==> src/rtl/fir_pkg.sv <==
// Shared definitions for the 41-tap FIR filter and its coefficient loader.
//   NUM_TAPS  taps per coefficient set
//   COEFF_W   coefficient width (filter new_coeff port)
//   SEL_W     tap index width (filter coeff_sel port), 2**SEL_W >= NUM_TAPS
package fir_pkg;

  localparam int NUM_TAPS = 41;
  localparam int COEFF_W  = 16;
  localparam int SEL_W    = 6;

  typedef logic [COEFF_W-1:0] coeff_t;
  typedef logic [SEL_W-1:0]   sel_t;

  // Index of the final tap; used both to spot the last beat and the last write.
  localparam sel_t LAST_TAP = sel_t'(NUM_TAPS - 1);

  // Loader FSM encoding, kept as explicit 2-bit values for older consumers.
  typedef enum logic [1:0] {
    ST_IDLE   = 2'd0,
    ST_FILL   = 2'd1,
    ST_DRAIN  = 2'd2,
    ST_COMMIT = 2'd3
  } loader_state_t;

endpackage

==> src/rtl/fir_coeff_buf.sv <==
// Shadow coefficient buffer: NUM_TAPS x COEFF_W register file.
//   clk      rising-edge clock
//   wr_en    write strobe (one coefficient per cycle while filling)
//   wr_addr  tap index written
//   wr_data  coefficient written
//   rd_addr  tap index read
//   rd_data  combinational read data (registered by the loader)
module fir_coeff_buf
  import fir_pkg::*;
(
  input  logic               clk,
  input  logic               wr_en,
  input  logic [SEL_W-1:0]   wr_addr,
  input  logic [COEFF_W-1:0] wr_data,
  input  logic [SEL_W-1:0]   rd_addr,
  output logic [COEFF_W-1:0] rd_data
);

  coeff_t mem [NUM_TAPS];

  // NOTE: storage arrays get no reset; every entry is written before it is
  // read, and a reset would turn a plain register file into a wide reset tree.
  always_ff @(posedge clk) begin
    if (wr_en) begin
      mem[wr_addr] <= wr_data;
    end
  end

  assign rd_data = mem[rd_addr];

endmodule

==> src/rtl/fir_coeff_loader.sv <==
// Coefficient loader for the 41-tap FIR filter. Collects a coefficient set
// from a valid/ready stream into a shadow buffer, checks its length, and only
// then writes the whole set to the filter one tap per clock.
//   clk           rising-edge clock
//   reset         asynchronous, active-low reset
//   start         one-cycle request to begin loading a set (IDLE only)
//   abort         drop the set being filled/drained (ignored in COMMIT)
//   s_valid/s_ready/s_data/s_last   coefficient stream, beat k -> tap k
//   coeff_update/coeff_sel/new_coeff   filter write port, one tap per cycle
//   busy          high from accepted start until done/err
//   done          one-cycle pulse: full set committed
//   err           one-cycle pulse: set rejected (wrong length or abort)
module fir_coeff_loader
  import fir_pkg::*;
(
  input  logic               clk,
  input  logic               reset,
  input  logic               start,
  input  logic               abort,
  input  logic               s_valid,
  output logic               s_ready,
  input  logic [COEFF_W-1:0] s_data,
  input  logic               s_last,
  output logic               coeff_update,
  output logic [SEL_W-1:0]   coeff_sel,
  output logic [COEFF_W-1:0] new_coeff,
  output logic               busy,
  output logic               done,
  output logic               err
);

  loader_state_t state, state_nxt;
  sel_t          cnt, cnt_nxt;
  sel_t          sel_nxt, rd_addr;
  coeff_t        rd_data, coeff_nxt;
  logic          upd_nxt, done_nxt, err_nxt;
  logic          accept, last_tap, wr_en;

  assign accept   = s_valid && s_ready;
  assign last_tap = (cnt == LAST_TAP);
  assign wr_en    = accept && (state == ST_FILL);

  fir_coeff_buf u_buf (
    .clk     (clk),
    .wr_en   (wr_en),
    .wr_addr (cnt),
    .wr_data (s_data),
    .rd_addr (rd_addr),
    .rd_data (rd_data)
  );

  // NOTE: every signal assigned here gets a default first, so no path through
  // the case statement leaves one unassigned and no latch is inferred.
  always_comb begin
    state_nxt = state;
    cnt_nxt   = cnt;
    upd_nxt   = 1'b0;
    sel_nxt   = '0;
    rd_addr   = '0;
    done_nxt  = 1'b0;
    err_nxt   = 1'b0;

    unique case (state)
      ST_IDLE: begin
        // start beats abort here; stray beats are not accepted (s_ready=0).
        if (start) begin
          state_nxt = ST_FILL;
          cnt_nxt   = '0;
        end
      end

      ST_FILL: begin
        if (abort) begin
          state_nxt = ST_IDLE;
          err_nxt   = 1'b1;
        end else if (accept) begin
          cnt_nxt = cnt + 1'b1;
          if (last_tap && s_last) begin
            // Last beat lands this edge; the first write (tap 0) is staged now.
            state_nxt = ST_COMMIT;
            cnt_nxt   = '0;
            upd_nxt   = 1'b1;
          end else if (last_tap) begin
            state_nxt = ST_DRAIN;  // too long: swallow the rest of the set
          end else if (s_last) begin
            state_nxt = ST_IDLE;   // too short
            err_nxt   = 1'b1;
          end
        end
      end

      ST_DRAIN: begin
        if (abort || (accept && s_last)) begin
          state_nxt = ST_IDLE;
          err_nxt   = 1'b1;
        end
      end

      ST_COMMIT: begin
        // cnt is the tap on the port this cycle; stage the following one.
        if (last_tap) begin
          state_nxt = ST_IDLE;
          cnt_nxt   = '0;
          done_nxt  = 1'b1;
        end else begin
          cnt_nxt = cnt + 1'b1;
          upd_nxt = 1'b1;
          sel_nxt = cnt + 1'b1;
          rd_addr = cnt + 1'b1;
        end
      end

      default: state_nxt = ST_IDLE;
    endcase
  end

  // Forward the incoming beat if the tap being staged is written this same
  // edge (only possible for a one-tap set).
  always_comb begin
    coeff_nxt = '0;
    if (upd_nxt) begin
      coeff_nxt = (wr_en && (cnt == rd_addr)) ? s_data : rd_data;
    end
  end

  // NOTE: sequential state uses non-blocking assignments so every register
  // samples the pre-edge values regardless of statement order.
  always_ff @(posedge clk or negedge reset) begin
    if (!reset) begin
      state        <= ST_IDLE;
      cnt          <= '0;
      s_ready      <= 1'b0;
      busy         <= 1'b0;
      done         <= 1'b0;
      err          <= 1'b0;
      coeff_update <= 1'b0;
      coeff_sel    <= '0;
      new_coeff    <= '0;
    end else begin
      state        <= state_nxt;
      cnt          <= cnt_nxt;
      s_ready      <= (state_nxt == ST_FILL) || (state_nxt == ST_DRAIN);
      busy         <= (state_nxt != ST_IDLE);
      done         <= done_nxt;
      err          <= err_nxt;
      coeff_update <= upd_nxt;
      coeff_sel    <= sel_nxt;
      new_coeff    <= coeff_nxt;
    end
  end

endmodule

==> config.mk <==
export PLATFORM = sky130hd
export DESIGN_NAME = fir_coeff_loader
export DESIGN_NICKNAME = d
export VERILOG_FILES = /design/src/rtl/fir_pkg.sv /design/src/rtl/fir_coeff_buf.sv /design/src/rtl/fir_coeff_loader.sv
export SDC_FILE = /design/constraint.sdc
export NUM_CORES = 1
export LEC_CHECK = 0
export CAP_MARGIN = 15
export CORE_MARGIN = 1.5
export CORE_UTILIZATION = 55
export CTS_BUF_LIST = sky130_fd_sc_hd__clkbuf_16
export DETAILED_ROUTE_END_ITERATION = 12
export GPL_ROUTABILITY_DRIVEN = 0
export GPL_TIMING_DRIVEN = 0
export PLACE_DENSITY = 0.73
export SYNTH_ARGS = -nofsm -noshare
export SYNTH_HDL_FRONTEND = slang
export SYNTH_HIERARCHICAL = 1
export SYNTH_SLANG_ARGS = --single-unit
==> constraint.sdc <==
create_clock -name clk -period 5.7 [get_ports clk]
set_clock_uncertainty 0.05 [all_clocks]
set_input_delay 0.57 -clock clk [delete_from_list [all_inputs] [get_ports clk]]
set_output_delay 0.57 -clock clk [all_outputs]
set_load 0.05 [all_outputs]
* Word-level counts from Yosys, hierarchy flattened *
Memory sizes are Yosys's and may differ from the RTL's.
Index checks and enable logic that the tools add are counted.

storage, ports and cells
  bits in registers = 35
  bits in writable memories = 656
  input bits = 22
  output and inout port bits = 27
  memories = 1

operators by class
  add/sub/neg operators = 1
  equality and inequality tests = 10
  muxes and demuxes = 34
  reduce and logical (&&, ||, !) cells = 11

memories
  memory     words  width  rd ports  clocked after memory_dff  wr ports  line                 text
  u_buf.mem  41     16     1         0                         1         fir_coeff_buf.sv:19  coeff_t mem [NUM_TAPS];

operators by type and width
  cell                                                             number
  6-bit 2-to-1 mux                                                 6
  16-bit 2-to-1 mux                                                2
  6-bit case mux with 3 select lines                               1
  2-bit 2-to-1 mux                                                 8
  1-bit 2-to-1 mux                                                 14
  2-bit case mux with 4 select lines                               1
  6-bit by 1-bit adder with 6-bit output, second input constant    1
  2-bit == test, second input constant                             3
  6-bit == test                                                    1
  6-bit == test, second input constant                             1
  2-bit != test, second input constant                             3
  1-bit logical AND                                                5
  2-bit by 1-bit == test with 1-bit output, second input constant  2
  1-bit case mux with 2 select lines                               2
  4-bit AND reduction                                              1
  3-bit nonzero test                                               1
  2-bit zero test                                                  1
  1-bit logical OR                                                 2
  2-bit nonzero test                                               1

* Depth between registers and ports, before layout *
Gate-level depths: netlist (run 1).

  word-level depth = 8
  depth in mapped cells = 18
  depth with buffers taken out = 12

* By module *
The synthesis (run 1) kept the hierarchy.

by module, submodules not included
  module            instances  cells an instance  area each (sq um)
  fir_coeff_buf     1          1,337              25,926.1
  fir_coeff_loader  1          181                1,786.7

* Worst setup path after synthesis (run 1) *
No wires, ideal clock.

  path kind = reg2reg
  start = register state[1]
  end = memory u_buf/mem[40][0] (netlist bit), enable pin
  arrival time = 2.790 ns
  path slack = 2.447 ns
  stages on the path, launching flop included = 8
  clock period less this slack = 3.253 ns
  cells stage by stage = dfrtp_1 inv_1 ha_1 buf_2 and3_1 nand2_1 or3_1 nor3b_1

on the way
  longest elaborated chain between the ends = 4

ends and longest elaborated chain
  element                                   line                     text
  from (decl)                               fir_coeff_loader.sv:32   loader_state_t state, state_nxt;
  from (signal assigned)                    fir_coeff_loader.sv:140  state <= state_nxt;
  2-bit by 1-bit == test with 1-bit output  fir_coeff_loader.sv:41   assign wr_en = accept && (state == ST_FILL);
  1-bit logical AND                         fir_coeff_loader.sv:41
  net wr_en                                 fir_coeff_loader.sv:37   logic accept, last_tap, wr_en;
  1-bit 2-to-1 mux                          fir_coeff_buf.sv:24      if (wr_en) begin
  1-bit 2-to-1 mux (implied by the code)    fir_coeff_buf.sv:25      mem[wr_addr] <= wr_data;
  to (decl)                                 fir_coeff_buf.sv:19

The timed path passes the listed nets, and every way through them passes these cells.

* Worst setup path in the final report (run 1) *
  start = register cnt[1]
  end = register new_coeff[8]

RTL lines
  element                                                                  line                                             text
  from (decl)                                                              fir_coeff_loader.sv:33                           sel_t cnt, cnt_nxt;
  from (signal assigned)                                                   fir_coeff_loader.sv:141                          cnt <= cnt_nxt;
  6-bit by 1-bit adder with 6-bit output or 6-bit == test (tied branches)  fir_coeff_loader.sv:109, fir_coeff_loader.sv:40
  6-bit 2-to-1 mux *                                                       fir_coeff_loader.sv:101                          if (last_tap) begin
  6-bit 2-to-1 mux *                                                       fir_coeff_loader.sv:63                           unique case (state)
  net rd_addr[1]                                                           fir_coeff_loader.sv:34                           sel_t sel_nxt, rd_addr;
  memory 41 x 16 bit *                                                     -
  net rd_data[8]                                                           fir_coeff_loader.sv:35                           coeff_t rd_data, coeff_nxt;
  16-bit 2-to-1 mux *                                                      fir_coeff_loader.sv:122                          coeff_nxt = (wr_en && (cnt == rd_addr)) ? s_data : rd_data;
  16-bit 2-to-1 mux *                                                      fir_coeff_loader.sv:121                          if (upd_nxt) begin
  net coeff_nxt[8]                                                         fir_coeff_loader.sv:35
  to (signal assigned)                                                     fir_coeff_loader.sv:148                          new_coeff <= coeff_nxt;
  to (decl)                                                                fir_coeff_loader.sv:26                           output logic [COEFF_W-1:0] new_coeff,

The timed path passes the listed nets; every way through them passes the cells marked *.
A chain may end at the register's enable or synchronous reset.

==> insert_results.sql, run 1 <==
INSERT INTO impl_metrics (metric_group, metric, value, unit) VALUES
('timing', 'whs', '0.0407', 'ns'),
('setup_path', 'timing.rr.end', 'new_coeff[8]', ''),
('global_route', 'grt_overflow_total', '0', ''),
('detailed_routing', 'detail_route.vias_per_cell', '6.34', ''),
('detailed_routing', 'top_layer_used', 'met4', ''),
('final_layout', 'finalNetCount', '1715', ''),
('setup_path', 'ff2ff_setup_slack', '0.55', 'ns'),
('flow_run', 'cap_viol_max_count', '0', ''),
('logic_synthesis', 'synth_nets', '1548', ''),
('clock_network', 'clkTransAtPathRegs', '0.06', 'ns'),
('timing', 'timing.fmax', '0.194', 'GHz'),
('pwr', 'power.clock.fraction', '0.411', ''),
('detailed_routing', 'met1_length', '26600', 'um'),
('detailed_routing', 'route.detailed.drc', '0', ''),
('pwr', 'static-leakage-power', '9.96', 'nW'),
('clock_network', 'ctsLongestPathBuffers', '3', ''),
('pwr', 'combinationalPowerShare', '0.055', ''),
('final_layout', 'fraction_of_layout_cells_with_a_size_suffix_above_1', '0.194', ''),
('pwr', 'cellInternalPower', '8.34', 'mW'),
('clock_network', 'clock_root_cell', 'sky130_fd_sc_hd__clkbuf_16', ''),
('global_route', 'grt_pass1_vias', '15000', ''),
('clock_network', 'insertion_delay', '0.60', 'ns'),
('detailed_routing', 'wl_met2', '33100', 'um'),
('clock_network', 'cts_resized', '0', ''),
('detailed_routing', 'postRouteAntennaNets', '0', ''),
('clock_network', 'postCtsSetupRepairBufs', '0', ''),
('clock_network', 'cts_inserted_buffers', '70', ''),
('setup_path', 'critical_path.max_fanout', '14', ''),
('timing', 'finalSetupViolCount', '0', ''),
('detailed_routing', 'dr_total_vias', '15300', ''),
('logic_synthesis', 'synth.yosys.seq_area_share', '0.742', ''),
('clock_network', 'cts_hold_repair.buffers', '0', ''),
('global_route', 'gr-usage-all-layers', '0.274', ''),
('logic_synthesis', 'synth_area_per_cell', '18.3', 'um^2'),
('clock_network', 'tritoncts_clock_tree', 'done', ''),
('pwr', 'ir_worst_vdd', '0.271', 'mV'),
('floorplan', 'total_die_area', '51700', 'um^2'),
('global_route', 'grt_start_max_net_pins', '43', ''),
('pwr', 'power.net_switching', '2.27', 'mW'),
('placement', 'numPortBuffers', '48', ''),
('timing', 'final.period_utilization', '0.903', ''),
('timing', 'finalHoldViolations', '0', ''),
('final_layout', 'layout_commonest_cell', 'sky130_fd_sc_hd__edfxtp_1', ''),
('clock_network', 'cts_max_level', '3', ''),
('logic_synthesis', 'ys.warnings.count', '6', ''),
('clock_network', 'cts.sinks', '691', ''),
('final_layout', 'layout.core_utilization', '0.642', ''),
('setup_path', 'cp.required', '6.08', 'ns'),
('timing', 'final-max-slew-violation-count', '0', ''),
('floorplan', 'floorplan.rows', '82', ''),
('setup_path', 'cp.arrival', '5.53', 'ns'),
('final_layout', 'stdcell_area', '32100', 'um^2'),
('logic_synthesis', 'synth_edf_count', '656', ''),
('setup_path', 'end_kind', 'flip-flop', ''),
('run_status', 'run_status', 'complete, no violations', ''),
('final_layout', 'layout.cells.most_common_list', 'sky130_fd_sc_hd__edfxtp_1, sky130_fd_sc_hd__mux2i_1, sky130_fd_sc_hd__clkbuf_16', ''),
('detailed_routing', 'wl_final', '68900', 'um'),
('final_layout', 'areaGrowthSynthToFinish', '15.8', '%'),
('logic_synthesis', 'mappedNetlistArea', '27700', 'um^2'),
('placement', 'placedInstanceArea', '29900', 'um^2'),
('pwr', 'power.total', '10.6', 'mW'),
('detailed_routing', 'initial_drc_count', '1920', ''),
('detailed_routing', 'avgRoutedWirePerCell', '28.6', 'um'),
('logic_synthesis', 'main_flop_type_after_synthesis', 'sky130_fd_sc_hd__edfxtp_1', ''),
('floorplan', 'width_of_the_die', '227', 'um'),
('hold_path', 'hp-class', 'in -> async', ''),
('floorplan', 'number_of_top_level_pins', '49', ''),
('global_route', 'number_of_antenna_violations_at_the_first_check_in_global_routing', '0', ''),
('logic_synthesis', 'synth-seq-cells', '691', ''),
('setup_path', 'reg2regPathDepth', '15', ''),
('pwr', 'sequentialPowerShare', '0.535', '');
==> synthesized netlist by cell type (all sizes together), types with 7 or more instances <==
library cell	number	area share
nor3	7	0.0013
mux4	52	0.043
ha	8	0.0036
a22oi	53	0.014
nand3	30	0.0054
o22ai	15	0.0034
nor2b	9	0.0020
dfrtp	35	0.032
a22o	29	0.0092
nor2	49	0.0070
mux2i	232	0.084
nand2b	9	0.0020
nand2	51	0.0069
edfxtp	656	0.71
o41ai	11	0.0065
a21oi	53	0.0096
buf	55	0.017
clkbuf	36	0.0049
inv	9	0.0012
o21ai	35	0.0065
mux2	7	0.0028
a221oi	26	0.011
==> per-layer routing <==
metal / up-vias / global-route usage
met5: - / 0
met4: 0 / 0.105
met1: 7833 / 0.371
li1: 6474 / -
met3: 167 / 0.0596
met2: 807 / 0.440
==> cells by family (layout without fill, tap and decap cells) <==
| family | after synthesis | in the layout | synth area share |
|---|---|---|---|
| simple gates | 182 | 182 | 0.0321 |
| buf+inv | 100 | 320 | 0.0235 |
| fa+ha+maj | 8 | 8 | 0.00361 |
| flops | 691 | 691 | 0.742 |
| mux | 291 | 291 | 0.130 |
| other cells | 0 | 1 | 0 |
| compound gates | 246 | 246 | 0.0684 |
==> layout make-up <==
cell class | instances | area, um^2
Multi-Input combinational cell | 727 | 6600
Antenna cell | 1 | 2.50
Clock inverter | 52 | 373
Fill cell | 3422 | 17900
Tap cell | 672 | 841
Timing Repair Buffer | 95 | 1210
Inverter | 9 | 33.8
Sequential cell | 691 | 20600
Buffer | 91 | 617
Clock buffer | 73 | 1830
==> worst max-delay path by stage <==
stage                       end  cells past startpoint
2_1_floorplan  u_buf/mem[40][0]                      7
3_3_place_gp       new_coeff[8]                     15
3_5_place_dp       new_coeff[9]                     15
4_1_cts            new_coeff[9]                     15
5_1_grt            new_coeff[9]                     15
6_report           new_coeff[8]                     15
==> stage by stage <==
step / setup slack (ns) / std cells
6_report: 0.551 / 2411
5_1_grt: 0.398 / 2410
4_1_cts: 0.686 / 2410
3_5_place_dp: 0.693 / 2285
3_3_place_gp: 0.818 / 2238
2_1_floorplan: 2.45 / 1518
==> registers in the layout (all words and copies together) (netlist names), 2 cells and up <==
name / flops
state: 2
new_coeff: 16
coeff_sel: 6
cnt: 6
u_buf/mem: 656
==> critical path, stage by stage (launching register included) <==
cell and delay (ns):
sky130_fd_sc_hd__dfrtp_1 0.62, sky130_fd_sc_hd__inv_1 0.14, sky130_fd_sc_hd__ha_1 0.27, sky130_fd_sc_hd__nand4bb_4 0.14, sky130_fd_sc_hd__o21a_4 0.20, sky130_fd_sc_hd__clkbuf_1 0.44, sky130_fd_sc_hd__and2_1 0.40, sky130_fd_sc_hd__and2_1 0.17
sky130_fd_sc_hd__buf_2 0.25, sky130_fd_sc_hd__clkbuf_1 0.57, sky130_fd_sc_hd__clkbuf_1 0.66, sky130_fd_sc_hd__a22oi_1 0.26, sky130_fd_sc_hd__a21oi_1 0.38, sky130_fd_sc_hd__o41ai_2 0.12, sky130_fd_sc_hd__o21ai_0 0.11, sky130_fd_sc_hd__a21oi_1 0.19
==> power groups by stage <==
stage,Sequential [mW],Combinational (mW),Clock (mW)
finish,5.67,0.579,4.36
global route,5.68,0.621,4.61
CTS,5.67,0.572,4.42
detailed placement,5.78,0.569,0
global placement,5.79,0.505,0
floorplan,5.80,0.274,0
(Power assumes the default switching activity.)
==> inputs of run 2 (changes only) <==
--- a/config.mk
+++ b/config.mk
@@ -5,7 +5,7 @@
 export SDC_FILE = /design/constraint.sdc
 export NUM_CORES = 1
 export LEC_CHECK = 0
-export CAP_MARGIN = 15
+export CAP_MARGIN = 20
 export CORE_MARGIN = 1.5
 export CORE_UTILIZATION = 55
 export CTS_BUF_LIST = sky130_fd_sc_hd__clkbuf_16
==> insert_results.sql, run 2 (synthesis gave the netlist of run 1 again) <==
INSERT INTO impl_metrics (metric_group, metric, value, unit) VALUES
('run_status', 'run_status', 'complete, no violations', ''),
('timing', 'timing.setup.tns', '0', 'ns'),
('timing', 'final.period_utilization', '0.896', ''),
('pwr', 'power.total', '10.5', 'mW'),
('detailed_routing', 'initial_drc_count', '2024', ''),
('final_layout', 'reg_top3', 'u_buf/mem x656, new_coeff x16', ''),
('final_layout', 'register_ranked_first_by_flip_flop_count', 'u_buf/mem', ''),
('detailed_routing', 'top_layer_used', 'met4', ''),
('clock_network', 'cts_resized', '0', ''),
('flow_run', 'cap_viol_max_count', '0', ''),
('global_route', 'global_route_wire_length_before_repair', '99800', 'um'),
('setup_path', 'end_kind', 'flip-flop', ''),
('detailed_routing', 'detail_route.vias_per_cell', '6.34', ''),
('floorplan', 'width_of_the_die', '227', 'um'),
('clock_network', 'cts_hold_repair.buffers', '0', ''),
('final_layout', 'areaGrowthSynthToFinish', '15.5', '%'),
('clock_network', 'clock_root_cell', 'sky130_fd_sc_hd__clkbuf_16', ''),
('timing', 'rsz0062_at_grt', 'false', ''),
('detailed_routing', 'avgRoutedWirePerCell', '28.7', 'um'),
('detailed_routing', 'dr_total_vias', '15300', ''),
('global_route', 'number_of_antenna_violations_at_the_first_check_in_global_routing', '0', ''),
('placement', 'dpl_worst_slack', '0.747', 'ns'),
('clock_network', 'insertion_delay', '0.61', 'ns'),
('final_layout', 'max_ffs_per_register', '656', ''),
('final_layout', 'final_non_filler_cell_total', '2408', ''),
('setup_path', 'critical_path_class', 'reg -> reg', ''),
('placement', 'dp_hpwl', '46200', 'um'),
('detailed_routing', 'dr.pass1.iters', '6', ''),
('global_route', 'gr-usage-all-layers', '0.275', ''),
('timing', 'max-slew-margin-rel', '0.334', ''),
('timing', 'timing.fmax', '0.196', 'GHz'),
('clock_network', 'tritoncts_clock_tree', 'done', ''),
('final_layout', 'fraction_of_layout_cells_with_a_size_suffix_above_1', '0.193', ''),
('final_layout', 'layout_commonest_cell', 'sky130_fd_sc_hd__edfxtp_1', ''),
('clock_network', 'clkTransAtPathRegs', '0.06', 'ns'),
('timing', 'timing.final.crit_period', '5.11', 'ns'),
('floorplan', 'initial_utilization', '0.555', ''),
('timing', 'finalSetupViolCount', '0', ''),
('detailed_routing', 'postRouteAntennaNets', '0', ''),
('clock_network', 'postCtsSetupRepairBufs', '0', ''),
('timing', 'final-max-slew-violation-count', '0', ''),
('global_route', 'grt_overflow_total', '0', ''),
('setup_path', 'cp-start-kind', 'flip-flop', ''),
('global_route', 'grt_pass1_vias', '15000', ''),
('timing', 'finalHoldViolations', '0', ''),
('setup_path', 'cp.arrival', '5.50', 'ns'),
('floorplan', 'number_of_top_level_pins', '49', ''),
('placement', 'place.detailed.instances', '2285', ''),
('clock_network', 'cts_inserted_buffers', '70', ''),
('floorplan', 'floorplan.rows', '82', ''),
('detailed_routing', 'wl_met2', '33500', 'um'),
('timing', 'timing.final.ws_setup', '0.594', 'ns'),
('clock_network', 'ctsLongestPathBuffers', '3', ''),
('floorplan', 'area_inside_the_core_boundary', '50000', 'um^2'),
('detailed_routing', 'wl_final', '69100', 'um'),
('clock_network', 'cts.sinks', '691', ''),
('timing', 'worst_pin_slew', '0.998', 'ns'),
('final_layout', 'layout.cells.most_common_list', 'sky130_fd_sc_hd__edfxtp_1, sky130_fd_sc_hd__mux2i_1, sky130_fd_sc_hd__clkbuf_16', ''),
('detailed_routing', 'met1_length', '26900', 'um'),
('placement', 'numPortBuffers', '48', ''),
('global_route', 'grt_start_max_net_pins', '43', ''),
('final_layout', 'finalNetCount', '1715', ''),
('floorplan', 'total_die_area', '51700', 'um^2'),
('hold_path', 'hp-class', 'in -> async', ''),
('pwr', 'ir_worst_vdd', '0.264', 'mV'),
('clock_network', 'cts_max_level', '3', ''),
('setup_path', 'critical_path.max_fanout', '14', ''),
('detailed_routing', 'wl_met3', '6100', 'um'),
('detailed_routing', 'route.detailed.drc', '0', ''),
('pwr', 'pwr_cell_area', '329', 'nW/um^2'),
('pwr', 'static-leakage-power', '9.94', 'nW'),
('setup_path', 'cp.required', '6.09', 'ns'),
('floorplan', 'die_h', '227', 'um');
==> run 2: routing by layer <==
metal | track usage | vias up
met5 | 0 | -
met4 | 0.0976 | 0
met3 | 0.0561 | 151
met2 | 0.443 | 792
met1 | 0.375 | 7857
li1 | - | 6462
==> run 2: cell type report <==
| type | count | area (um^2) |
|---|---|---|
| buffer | 91 | 617 |
| inverter | 9 | 33.8 |
| timing repair buffer | 95 | 1210 |
| fill | 3451 | 17900 |
| multi-input combinational | 727 | 6600 |
| tap | 672 | 841 |
| clock buffer | 72 | 1800 |
| clock inverter | 50 | 339 |
| sequential | 691 | 20600 |
| antenna | 1 | 2.50 |
==> run 2: worst paths after layout <==
check	start	end	slack, ns	cells after the start
setup / recovery	cnt[1]	new_coeff[9]	0.59	15
hold / removal	reset	busy	0.04	1
setup reg to reg	cnt[1]	new_coeff[9]	0.59	15
hold reg to reg	state[0]	state[0]	0.55	1
max in group asynchronous	reset	new_coeff[4]	4.99	1
min in group clk	s_data[11]	u_buf/mem[38][11]	0.40	1
==> run 2: where the power goes <==
part / switching, mW / internal [mW] / leakage [nW]
Clock: 1.82 / 2.46 / 1.12
Sequential: 0.0494 / 5.62 / 6.38
Combinational: 0.404 / 0.178 / 2.44
==> run 2: stage by stage <==
stage | hold slack [ns] | area [um^2] | utilization
2_1_floorplan | 0.224 | 27700 | -
3_3_place_gp | 0.526 | 29000 | 0.581
3_5_place_dp | 0.540 | 29900 | 0.598
4_1_cts | 0.0484 | 32000 | 0.641
5_1_grt | 0.101 | 32000 | 0.641
6_report | 0.0418 | 32000 | 0.641
==> run 2: critical path: stages (launching register included) <==
cell and delay (ns):
sky130_fd_sc_hd__dfrtp_1 0.61, sky130_fd_sc_hd__inv_1 0.13, sky130_fd_sc_hd__ha_1 0.26, sky130_fd_sc_hd__nand4bb_4 0.13, sky130_fd_sc_hd__o21a_4 0.20, sky130_fd_sc_hd__clkbuf_1 0.43
sky130_fd_sc_hd__and2_1 0.41, sky130_fd_sc_hd__and2_1 0.17, sky130_fd_sc_hd__buf_2 0.24, sky130_fd_sc_hd__clkbuf_1 0.57, sky130_fd_sc_hd__clkbuf_1 0.64, sky130_fd_sc_hd__a22oi_1 0.25
sky130_fd_sc_hd__a21oi_1 0.41, sky130_fd_sc_hd__o41ai_2 0.13, sky130_fd_sc_hd__o21ai_0 0.11, sky130_fd_sc_hd__a21oi_1 0.17
